`config.mk`:
```
export PLATFORM = sky130hd
export DESIGN_NAME = hazard_stall_ctrl
export DESIGN_NICKNAME = d
export VERILOG_FILES = /design/src/rtl/hazard_stall_ctrl.sv
export SDC_FILE = /design/constraint.sdc
export NUM_CORES = 1
export LEC_CHECK = 0
export CAP_MARGIN = 40
export CORE_ASPECT_RATIO = 1.75
export CORE_MARGIN = 2
export CORE_UTILIZATION = 29
export DETAILED_ROUTE_END_ITERATION = 10
export PLACE_DENSITY = 0.78
export SLEW_MARGIN = 20
export SYNTH_ARGS = -nofsm -noshare
export SYNTH_HDL_FRONTEND = slang
export SYNTH_SLANG_ARGS = --single-unit
export TNS_END_PERCENT = 50
```
`constraint.sdc`:
```
create_clock -name i_clk -period 1.6 [get_ports i_clk]
set_input_delay 0.32 -clock i_clk [delete_from_list [all_inputs] [get_ports i_clk]]
set_output_delay 0.32 -clock i_clk [all_outputs]
set_load 0.05 [all_outputs]
```
`src/rtl/hazard_stall_ctrl.sv`:
```
// Pipeline hazard/stall sequencer: load-use bubble, MEM-resolved branch flush, data-memory freeze with timeout.
// Optional performance counters are built when HAZARD_PERF_CNT_EN is defined.
module hazard_stall_ctrl #(
   parameter int REG_ADDR_W  = 5,
   parameter int MEM_TIMEOUT = 15,
   parameter int CNT_W       = 16
) (
   input  logic                  i_clk,
   input  logic                  i_rst_n,
   input  logic [REG_ADDR_W-1:0] i_rs_ID,
   input  logic [REG_ADDR_W-1:0] i_rt_ID,
   input  logic                  i_rt_used_ID,
   input  logic                  i_MemRead_EX,
   input  logic [REG_ADDR_W-1:0] i_Write_register_EX,
   input  logic                  i_Branch_MEM,
   input  logic                  i_Zero_MEM,
   input  logic                  i_Jump_MEM,
   input  logic                  i_MemRead_MEM,
   input  logic                  i_MemWrite_MEM,
   input  logic                  i_mem_ack,
   output logic                  o_pc_en,
   output logic                  o_pc_sel_target,
   output logic                  o_if_id_en,
   output logic                  o_id_ex_en,
   output logic                  o_ex_mem_en,
   output logic                  o_if_id_flush,
   output logic                  o_id_ex_flush,
   output logic                  o_ex_mem_flush,
   output logic                  o_mem_err,
   output logic [CNT_W-1:0]      o_stall_cnt,
   output logic [CNT_W-1:0]      o_flush_cnt,
   output logic [CNT_W-1:0]      o_memwait_cnt
);

   localparam int WC_W = $clog2(MEM_TIMEOUT + 1);

   typedef enum logic [1:0] {S_RUN, S_MEM_WAIT, S_ERROR} state_t;

   state_t            r_state, w_state_nxt;
   logic [WC_W-1:0]   r_wait_cnt, w_wait_cnt_nxt;
   logic              r_mem_err;
   logic              w_mem_busy, w_taken, w_lu;
   logic              w_eval, w_freeze;

   assign w_mem_busy = (i_MemRead_MEM | i_MemWrite_MEM) & ~i_mem_ack;
   assign w_taken    = (i_Branch_MEM & i_Zero_MEM) | i_Jump_MEM;
   assign w_lu       = i_MemRead_EX & (i_Write_register_EX != '0) &
                       ((i_Write_register_EX == i_rs_ID) |
                        (i_rt_used_ID & (i_Write_register_EX == i_rt_ID)));

   // w_eval: hazards are honoured this cycle; w_freeze: whole pipe held
   always_comb begin
      w_state_nxt    = r_state;
      w_wait_cnt_nxt = r_wait_cnt;
      w_eval         = 1'b0;
      w_freeze       = 1'b0;
      case (r_state)
         S_RUN: begin
            if (w_mem_busy) begin
               w_freeze       = 1'b1;
               w_state_nxt    = S_MEM_WAIT;
               w_wait_cnt_nxt = WC_W'(1);
            end else begin
               w_eval = 1'b1;
            end
         end
         S_MEM_WAIT: begin
            if (i_mem_ack) begin
               w_eval         = 1'b1;
               w_state_nxt    = S_RUN;
               w_wait_cnt_nxt = '0;
            end else begin
               w_freeze = 1'b1;
               if (r_wait_cnt == WC_W'(MEM_TIMEOUT)) w_state_nxt = S_ERROR;
               else                                  w_wait_cnt_nxt = r_wait_cnt + WC_W'(1);
            end
         end
         S_ERROR: w_freeze = 1'b1;
         default: w_state_nxt = S_RUN;
      endcase
   end

   always_comb begin
      o_pc_en         = 1'b1;
      o_pc_sel_target = 1'b0;
      o_if_id_en      = 1'b1;
      o_id_ex_en      = 1'b1;
      o_ex_mem_en     = 1'b1;
      o_if_id_flush   = 1'b0;
      o_id_ex_flush   = 1'b0;
      o_ex_mem_flush  = 1'b0;
      o_mem_err       = r_mem_err;
      if (w_freeze) begin
         o_pc_en     = 1'b0;
         o_if_id_en  = 1'b0;
         o_id_ex_en  = 1'b0;
         o_ex_mem_en = 1'b0;
      end else if (w_eval && w_taken) begin
         o_pc_sel_target = 1'b1;
         o_if_id_flush   = 1'b1;
         o_id_ex_flush   = 1'b1;
         o_ex_mem_flush  = 1'b1;
      end else if (w_eval && w_lu) begin
         o_pc_en       = 1'b0;
         o_if_id_en    = 1'b0;
         o_id_ex_flush = 1'b1;
      end
      if (!i_rst_n) begin
         o_pc_en         = 1'b0;
         o_pc_sel_target = 1'b0;
         o_if_id_en      = 1'b0;
         o_id_ex_en      = 1'b0;
         o_ex_mem_en     = 1'b0;
         o_if_id_flush   = 1'b1;
         o_id_ex_flush   = 1'b1;
         o_ex_mem_flush  = 1'b1;
         o_mem_err       = 1'b0;
      end
   end

   always_ff @(posedge i_clk) begin
      if (!i_rst_n) begin
         r_state    <= S_RUN;
         r_wait_cnt <= '0;
         r_mem_err  <= 1'b0;
      end else begin
         r_state    <= w_state_nxt;
         r_wait_cnt <= w_wait_cnt_nxt;
         r_mem_err  <= r_mem_err | (w_state_nxt == S_ERROR);
      end
   end

`ifdef HAZARD_PERF_CNT_EN
   logic             w_inc_stall, w_inc_flush, w_inc_mw;
   logic [CNT_W-1:0] r_stall_cnt, r_flush_cnt, r_memwait_cnt;

   assign w_inc_stall = w_eval & ~w_taken & w_lu;
   assign w_inc_flush = w_eval & w_taken;
   assign w_inc_mw    = w_freeze & (r_state != S_ERROR);

   // Saturating: a counter parks at all-ones rather than wrapping
   always_ff @(posedge i_clk) begin
      if (!i_rst_n) begin
         r_stall_cnt   <= '0;
         r_flush_cnt   <= '0;
         r_memwait_cnt <= '0;
      end else begin
         if (w_inc_stall && (r_stall_cnt   != '1)) r_stall_cnt   <= r_stall_cnt   + CNT_W'(1);
         if (w_inc_flush && (r_flush_cnt   != '1)) r_flush_cnt   <= r_flush_cnt   + CNT_W'(1);
         if (w_inc_mw    && (r_memwait_cnt != '1)) r_memwait_cnt <= r_memwait_cnt + CNT_W'(1);
      end
   end

   assign o_stall_cnt   = r_stall_cnt;
   assign o_flush_cnt   = r_flush_cnt;
   assign o_memwait_cnt = r_memwait_cnt;
`else
   assign o_stall_cnt   = '0;
   assign o_flush_cnt   = '0;
   assign o_memwait_cnt = '0;
`endif

endmodule
```
==> Yosys cells after proc, flatten, opt, wreduce, memory -nomap -nowiden <==
Cells that the tools add are included.
{ "totals": {"regBits": 7, "out_inout_bits": 57} }
{ "classes": {"n_addsub": 1, "n_eq_ne": 8, "mux": 29, "bitwise": 10, "reduce_logical": 6} }
{ "op_table": {"columns": ["cell", "count"], "rows": [
  ["two-way mux 1 bit", 19],
  ["two-way mux 4 bit", 3],
  ["equality test 5 bit", 2],
  ["case mux 4 bit (2 select lines)", 1],
  ["two-way mux 2 bit", 3],
  ["case mux 2 bit (3 select lines)", 1],
  ["bitwise AND 1 bit", 5],
  ["nonzero test 5 bit", 1],
  ["adder 4 x 1 -> 4 bit, second input constant", 1],
  ["equality test 2 bit, second input constant", 2],
  ["equality test 4 bit, second input constant", 1],
  ["bitwise OR 1 bit", 4],
  ["inequality test 3 bit, second input constant", 1],
  ["case mux 1 bit (3 select lines)", 1],
  ["AND reduction 3 bit", 1],
  ["equality test 2 x 1 -> 1 bit, second input constant", 1],
  ["logical AND 1 bit", 2],
  ["zero test 2 bit", 1],
  ["inequality test 2 bit, second input constant", 1],
  ["case mux 1 bit (2 select lines)", 1],
  ["nonzero test 2 bit", 1],
  ["inverter 1 bit", 1]
]} }

==> Depth between registers and ports, before layout <==
Gate-level depths: netlist of run 1.
{ "logic_depth": {"depth_word": 9, "mapped_depth": 5, "mapped_depth_nobuf": 5} }

==> Worst setup path before layout of run 1 <==
Ideal clock, no wire load.
{ "synth_path": {"kind": "register to output", "startpoint": "reg r_state[0]", "endpoint": "out o_id_ex_flush", "t_arrival_ns": 2.402, "required_time_ns": 1.280, "path_slack_ns": -1.122, "stages_incl_launch_ff": 5, "n_path_buf": 0, "cell_sequence": "dfxtp_1 nor3_1 o21bai_1 o21ai_0 o21bai_1"} }
{ "synth_via": {"elab_chain_cells": 7, "elab_cells_between_ends": 11} }
{ "synth_rtl": {"columns": ["item", "line_no", "source"], "rows": [
  ["start: declaration", "39", "state_t r_state, w_state_nxt;"],
  ["start signal: assignment", "127", "r_state <= w_state_nxt;"],
  ["equality test 2 x 1 -> 1 bit or zero test 2 bit (tied branches)", "57", "case (r_state)"],
  ["case mux 1 bit (2 select lines)", "57", null],
  ["logical AND 1 bit", "103", "end else if (w_eval && w_lu) begin"],
  ["two-way mux 1 bit", "103", null],
  ["two-way mux 1 bit", "98", "end else if (w_eval && w_taken) begin"],
  ["two-way mux 1 bit (*)", "93", "if (w_freeze) begin"],
  ["two-way mux 1 bit (*)", "108", "if (!i_rst_n) begin"],
  ["end: declaration", "27", "output logic o_id_ex_flush,"]
]} }
Every way passes the cells marked *; elsewhere a longest branch is shown, timed or not.

==> Final worst setup path of run 1 <==
{ "layout_path": {"startpoint": "in i_Write_register_EX[4]", "endpoint": "out o_id_ex_flush"} }
{ "layout_via": {"elab_chain_cells": 9, "elab_cells_between_ends": 12} }
{ "layout_rtl": {"columns": ["item", "line_no", "source"], "rows": [
  ["start: declaration", "14", "input logic [REG_ADDR_W-1:0] i_Write_register_EX,"],
  ["equality test 5 bit", "49", "(i_rt_used_ID & (i_Write_register_EX == i_rt_ID)));"],
  ["bitwise AND 1 bit", "49", null],
  ["bitwise OR 1 bit", "48", "((i_Write_register_EX == i_rs_ID) |"],
  ["bitwise AND 1 bit (*)", "47", "assign w_lu = i_MemRead_EX & (i_Write_register_EX != '0) &"],
  ["logical AND 1 bit (*)", "103", null],
  ["two-way mux 1 bit (*)", "103", null],
  ["two-way mux 1 bit (*)", "98", null],
  ["two-way mux 1 bit (*)", "93", null],
  ["two-way mux 1 bit (*)", "108", null]
]} }
Marked as above.

==> flow_summary.yaml, run 1 <==
outcome:
  status: "finished with violations"
  violations: "negative setup slack"
worst_setup_path:
  cp-end-kind: "output port"
  worst-path-max-fanout: 3
  crit_family: "simple AND/OR/NAND/NOR gates"
  critPathKind: "input pin to output port"
  reg2reg_from: "r_wait_cnt[0]"
  cp.required_ns: 1.28
  max_stage_delay_ns: 0.53
  crit_cells: 7
  cp_cell_sequence: "buf_2 > or4_4 > o21ai_2 > or2_4 > buf_4 > o21bai_4 > buf_12"
  critPathArrivalTime_ns: 1.59
  start_kind: "input pin"
  r2r_end: "r_wait_cnt[3]"
  r2r_setup_slack_ns: 0.18
  worst-path-buf-inv: 3
  reg2regPathDepth: 5
  cpMaxStageDelayCell: "or4_4"
synthesis:
  synth_area_sq_um: 945
  synthMuxAreaShare_pct: 1.06
  synth_edf_count: 0
  ys_top_cells_by_count: "buf_4, xor2_1, dfxtp_1"
  synth_compound_area_share_pct: 16.2
  synth_top_family_by_area: "buffers and inverters"
  synth-seq-cells: 7
  ys_warn_count: 0
  synthAdderAreaFrac_pct: 1.32
  synthMostInstantiatedCell: "buf_4"
  synth-seq-area-share_pct: 14.8
  yosysTopAreaCell: "buf_4"
  synth-simple-area-share_pct: 15.6
  yosysTopAreaCellShare_pct: 40.5
  yosys-top-cells-area: "buf_4, dfxtp_1, xor2_1"
  synth-async-reset-ratio_pct: 0
  ys.flop_type: "dfxtp_1"
  synth_cells: 118
  synth-xor-area-share_pct: 9.27
  avgSynthCellArea_sq_um: 8.01
  yosys.cell_types.count: 36
sta:
  skew_ns: 0.00274
  final.min_clock_period_ns: 1.91
  slew_viol_final: 0
  worst_hold_slack_ns: 0.520
  rsz0062_at_grt: "yes"
  max_freq_mhz: 523
  setup_slack_ns: -0.313
  timing.final.crit_share_pct: 120
  finalSetupViolations: 8
  final-hold-violation-count: 0
cts:
  clock_latency_ns: 0.23
  cts.path.max_buffers: 2
  cts_buffers: 3
  ctsHoldBuffers: 0
  cts_tree: "yes"
  clk_pin_slew_ns: 0.04
  cts.sink_count: 7
  root_buffer: "clkbuf_8"
  htreeDepth: 1
drt:
  viasPerCell: 4.09
  drt_iter0_markers: 4
  wl_um: 2350
  dr.pass1.iters: 4
  vias: 858
  drt.antenna.violating_nets: 0
  drc: 0
  wl_per_cell_um: 11.2
place:
  dpl.hpwl_um: 1970
  place_congestion: 0.710
  portBuffers: 33
  place_ws_ns: -0.705
grt:
  grt_start_max_net_pins: 7
  grt.total_usage_pct: 12.3
  grt_pass1_vias: 768
  gr-total-overflow: 0
  grt_pass1_wl_um: 3140
  antenna_found_initial: 0
die:
  fp.dieW_um: 47.1
  die_area_sq_um: 3750
  core_area_sq_um: 3140
  rows: 27
  io_pins: 82
  die_y_um: 79.5
  start_util_pct: 30.1
job:
  maxCapViolCount: 0
hold_path:
  hold-path-endpoint: "r_wait_cnt[3]"
  min_from: "r_wait_cnt[3]"
  hold_path_depth: 2
  hold_path_class: "flop to flop"
finish:
  layout-drive-gt1-share_pct: 33.5
  nets: 194
  area_growth_syn_to_layout_pct: 51.8
  antenna_cells: 0
power_and_ir_drop:
  power_density_nw_per_um2: 690
  leakage_uw: 0.000733
  peakVddDrop_mv: 0.392
[routing by layer]
metal	GRT usage (%)	part of all wire, %	vias up
met5	0	0	-
met4	7.50	2.3	0
met3	4.07	14	5
met2	25.8	57	71
met1	7.09	27	382
li1	-	-	400
[cells by family after synthesis]
| family | after synthesis |
|---|---|
| xor gates and xnor gates | 10 |
| other | 1 |
| and+or+nand+nor | 25 |
| buffers and inverters | 53 |
| AOI/OAI and AO/OA | 20 |
| DFF | 7 |
| adders and majority gates | 1 |
| muxes | 1 |
[layout make-up]
class	count	area, sq um
fillers	321	1710
multi-input cells	105	679
repair buffers	49	507
flip-flops and latches	7	141
well taps	43	53.8
clock buffers	4	45.0
inverters	2	7.51
[worst reg2reg max path, stage by stage (launching register included)]
cell and delay [ns]:
dfxtp_1 0.33, ha_1 0.26, nand3_1 0.15, nor3_2 0.06, or3_1 0.36, mux2i_1 0.14
[stage by stage]
| stage | instances | util, % | cell area (sq um) | total power (uW) | TNS [ns] |
|---|---|---|---|---|---|
| 2_1_floorplan | 165 | - | 1180 | 661 | -0.388 |
| 3_3_place_gp | 204 | 42.8 | 1340 | 728 | -5.88 |
| 3_5_place_dp | 204 | 42.8 | 1340 | 733 | -5.98 |
| 4_1_cts | 208 | 44.6 | 1400 | 990 | -1.80 |
| 5_1_grt | 210 | 45.6 | 1430 | 1030 | -2.20 |
| 6_report | 210 | 45.6 | 1430 | 989 | -1.80 |
[state kept, by name (all words and copies together) (netlist names)]
signal and count:
r_state 2, r_mem_err 1, r_wait_cnt 4
[worst max-delay path by stage]
| stage | from | to | slack [ns] |
|---|---|---|---|
| after floorplan | i_Write_register_EX[3] | o_pc_en | -0.21 |
| after global placement | i_Write_register_EX[3] | o_if_id_en | -0.71 |
| after detailed placement | i_Write_register_EX[3] | o_pc_en | -0.71 |
| after CTS | r_state[0] | o_pc_en | -0.38 |
| after global routing | i_Write_register_EX[4] | o_id_ex_flush | -0.37 |
| final | i_Write_register_EX[4] | o_id_ex_flush | -0.31 |
[power by group]
part / internal (uW) / total, uW / switching, uW
clock: 172 / 251 / 78.6
sequential: 180 / 185 / 4.72
combinational: 162 / 553 / 391
[cells in the final DEF, fill, tap and decap left out, types with 2 or more instances in the layout]
cell | Yosys | layout
o21bai_4 | 1 | 2
a21oi_1 | 3 | 2
conb_1 | 1 | 48
nor2_1 | 3 | 3
dlymetal6s2s_1 | 0 | 5
buf_6 | 0 | 5
clkbuf_8 | 0 | 3
buf_2 | 0 | 5
inv_1 | 2 | 2
xor2_1 | 9 | 9
dlygate4sd2_1 | 0 | 9
nand2_1 | 3 | 3
dfxtp_1 | 7 | 6
buf_4 | 51 | 13
a21boi_0 | 2 | 2
nand3_1 | 2 | 2
o21ai_0 | 5 | 3
a21o_1 | 2 | 2
nor3_2 | 0 | 2
clkdlybuf4s15_1 | 0 | 2
buf_12 | 0 | 7
[what timing repair did]
action                                  CTS  global route
buffers inserted                          0             2
endpoints found under the setup margin   13            10
pin swaps                                12            10
cloned                                    0             0
resized for setup                        44            14
(Power assumes the default switching activity.)
==> inputs of run 2 (changes only) <==
--- a/config.mk
+++ b/config.mk
@@ -7,7 +7,6 @@
 export LEC_CHECK = 0
 export CAP_MARGIN = 40
 export CORE_ASPECT_RATIO = 1.75
-export CORE_MARGIN = 2
 export CORE_UTILIZATION = 29
 export DETAILED_ROUTE_END_ITERATION = 10
 export PLACE_DENSITY = 0.78
==> run 2 against run 1 <==
  * The run still ends with negative setup slack left
  * Sequential share of layout area down 0.13 points
  * Global-route usage increased by 0.39 points
  * Utilization grew 1.1 points
  * Critical path type unchanged
  * Largest cell class unchanged
  * Highest routed layer unchanged
==> flow_summary.yaml, run 2 (synthesis gave the netlist of run 1 again) <==
outcome:
  status: "finished with violations"
  violations: "negative setup slack"
grt:
  grt_start_max_net_pins: 7
  grt_pass1_wl_um: 3310
  antenna_found_initial: 0
  grt_pass1_vias: 798
  grt.total_usage_pct: 12.7
  gr-total-overflow: 0
finish:
  final_cell_mix: "conb_1, buf_4, dlygate4sd2_1"
  fillers: 316
  antenna_cells: 0
  fin_area_sq_um: 1450
  regMostFlops: "r_wait_cnt"
  instances_no_fill: 211
  area_growth_syn_to_layout_pct: 53.8
  largest_reg_flops: 4
  layout-drive-gt1-share_pct: 35.1
  reg_top3: "r_wait_cnt (4), r_state (2), r_mem_err (1)"
  nets: 195
  final_common_cell: "conb_1"
sta:
  slew_viol_final: 0
  rsz0062_at_grt: "yes"
  skew_ns: 0.00297
  finalSetupViolations: 8
  worst_hold_slack_ns: 0.482
  timing.final.crit_share_pct: 120
  setup_slack_ns: -0.320
  final.min_clock_period_ns: 1.92
  final-hold-violation-count: 0
  max_freq_mhz: 521
drt:
  viasPerCell: 4.03
  wl_um: 2050
  drt_iter0_markers: 25
  drc: 0
  vias: 850
  drt.antenna.violating_nets: 0
  wl_per_cell_um: 9.72
  dr.pass1.iters: 4
worst_setup_path:
  critPathKind: "input pin to output port"
  start_kind: "input pin"
  startpoint: "i_Write_register_EX[4]"
  worst-path-max-fanout: 2
  reg2reg_from: "r_wait_cnt[0]"
  r2r_setup_slack_ns: 0.17
  cp-end-kind: "output port"
  critPathArrivalTime_ns: 1.60
  cp.required_ns: 1.28
place:
  dpl.hpwl_um: 1680
  place_ws_ns: -0.822
  dp.cells: 206
  portBuffers: 33
  dpl_cell_area_sq_um: 1360
  place_congestion: 0.912
cts:
  cts_tree: "yes"
  clk_pin_slew_ns: 0.04
  ctsHoldBuffers: 0
  cts.path.max_buffers: 2
  htreeDepth: 1
  cts.sink_count: 7
  clock_latency_ns: 0.22
  cts_buffers: 3
  root_buffer: "clkbuf_8"
hold_path:
  min_from: "r_wait_cnt[3]"
  hold_path_class: "flop to flop"
die:
  start_util_pct: 30.4
  die_area_sq_um: 3500
  die_y_um: 77.5
  fp.dieW_um: 45.1
  rows: 27
  core_area_sq_um: 3110
  io_pins: 82
job:
  maxCapViolCount: 0
power_and_ir_drop:
  power_density_nw_per_um2: 677
  leakage_uw: 0.000715
  peakVddDrop_mv: 0.413
-- run 2: worst paths after layout --
check / end / cells past startpoint
setup / recovery: o_pc_en / 7
hold / removal: r_wait_cnt[3] / 2
setup reg to reg: r_wait_cnt[0] / 5
hold reg to reg: r_wait_cnt[3] / 2
-- run 2: power by group --
part / leakage (uW) / internal [uW] / switching (uW) / total, uW
sequential: 0.0000572 / 180 / 4.51 / 185
combinational: 0.000635 / 164 / 389 / 553
clock: 0.0000228 / 172 / 73.1 / 245
-- run 2: per-stage QoR --
step / power [uW] / TNS [ns] / util, %
after floorplan: 661 / -0.388 / -
after global placement: 727 / -5.31 / 43.7
after detailed placement: 731 / -5.47 / 43.7
after CTS: 996 / -1.67 / 46.7
after global routing: 1030 / -1.80 / 46.7
final: 983 / -1.41 / 46.7
-- run 2: repair_timing --
item                                    4_1_cts  5_1_grt
endpoints found under the setup margin       10       11
cloned                                        0        0
setup buffers                                 1        0
gates resized for setup                      61        3
pin swaps                                    16        5
-- run 2: worst max-delay path, cell delays in order --
cell	delay (ns)
buf_6	0.10
buf_6	0.11
or4_4	0.49
o21ai_2	0.13
or2_4	0.15
o31a_4	0.17
buf_12	0.13
-- run 2: layout make-up --
type / instances / area [sq um] / area share, %
clock buffers: 4 / 45.0 / 3.10
inverters: 2 / 7.51 / 0.517
multi-input cells: 105 / 688 / 47.4
flip-flops and latches: 7 / 141 / 9.73
well taps: 43 / 53.8 / 3.70
repair buffers: 50 / 517 / 35.6
-- run 2: metal layers --
| metal | GRT usage (%) | up-vias | routed length (um) |
|---|---|---|---|
| li1 | - | 404 | - |
| met2 | 25.2 | 62 | 1160 |
| met4 | 6.36 | 0 | 22 |
| met1 | 10.8 | 380 | 620 |
| met3 | 2.09 | 4 | 243 |
| met5 | 0 | - | 0 |
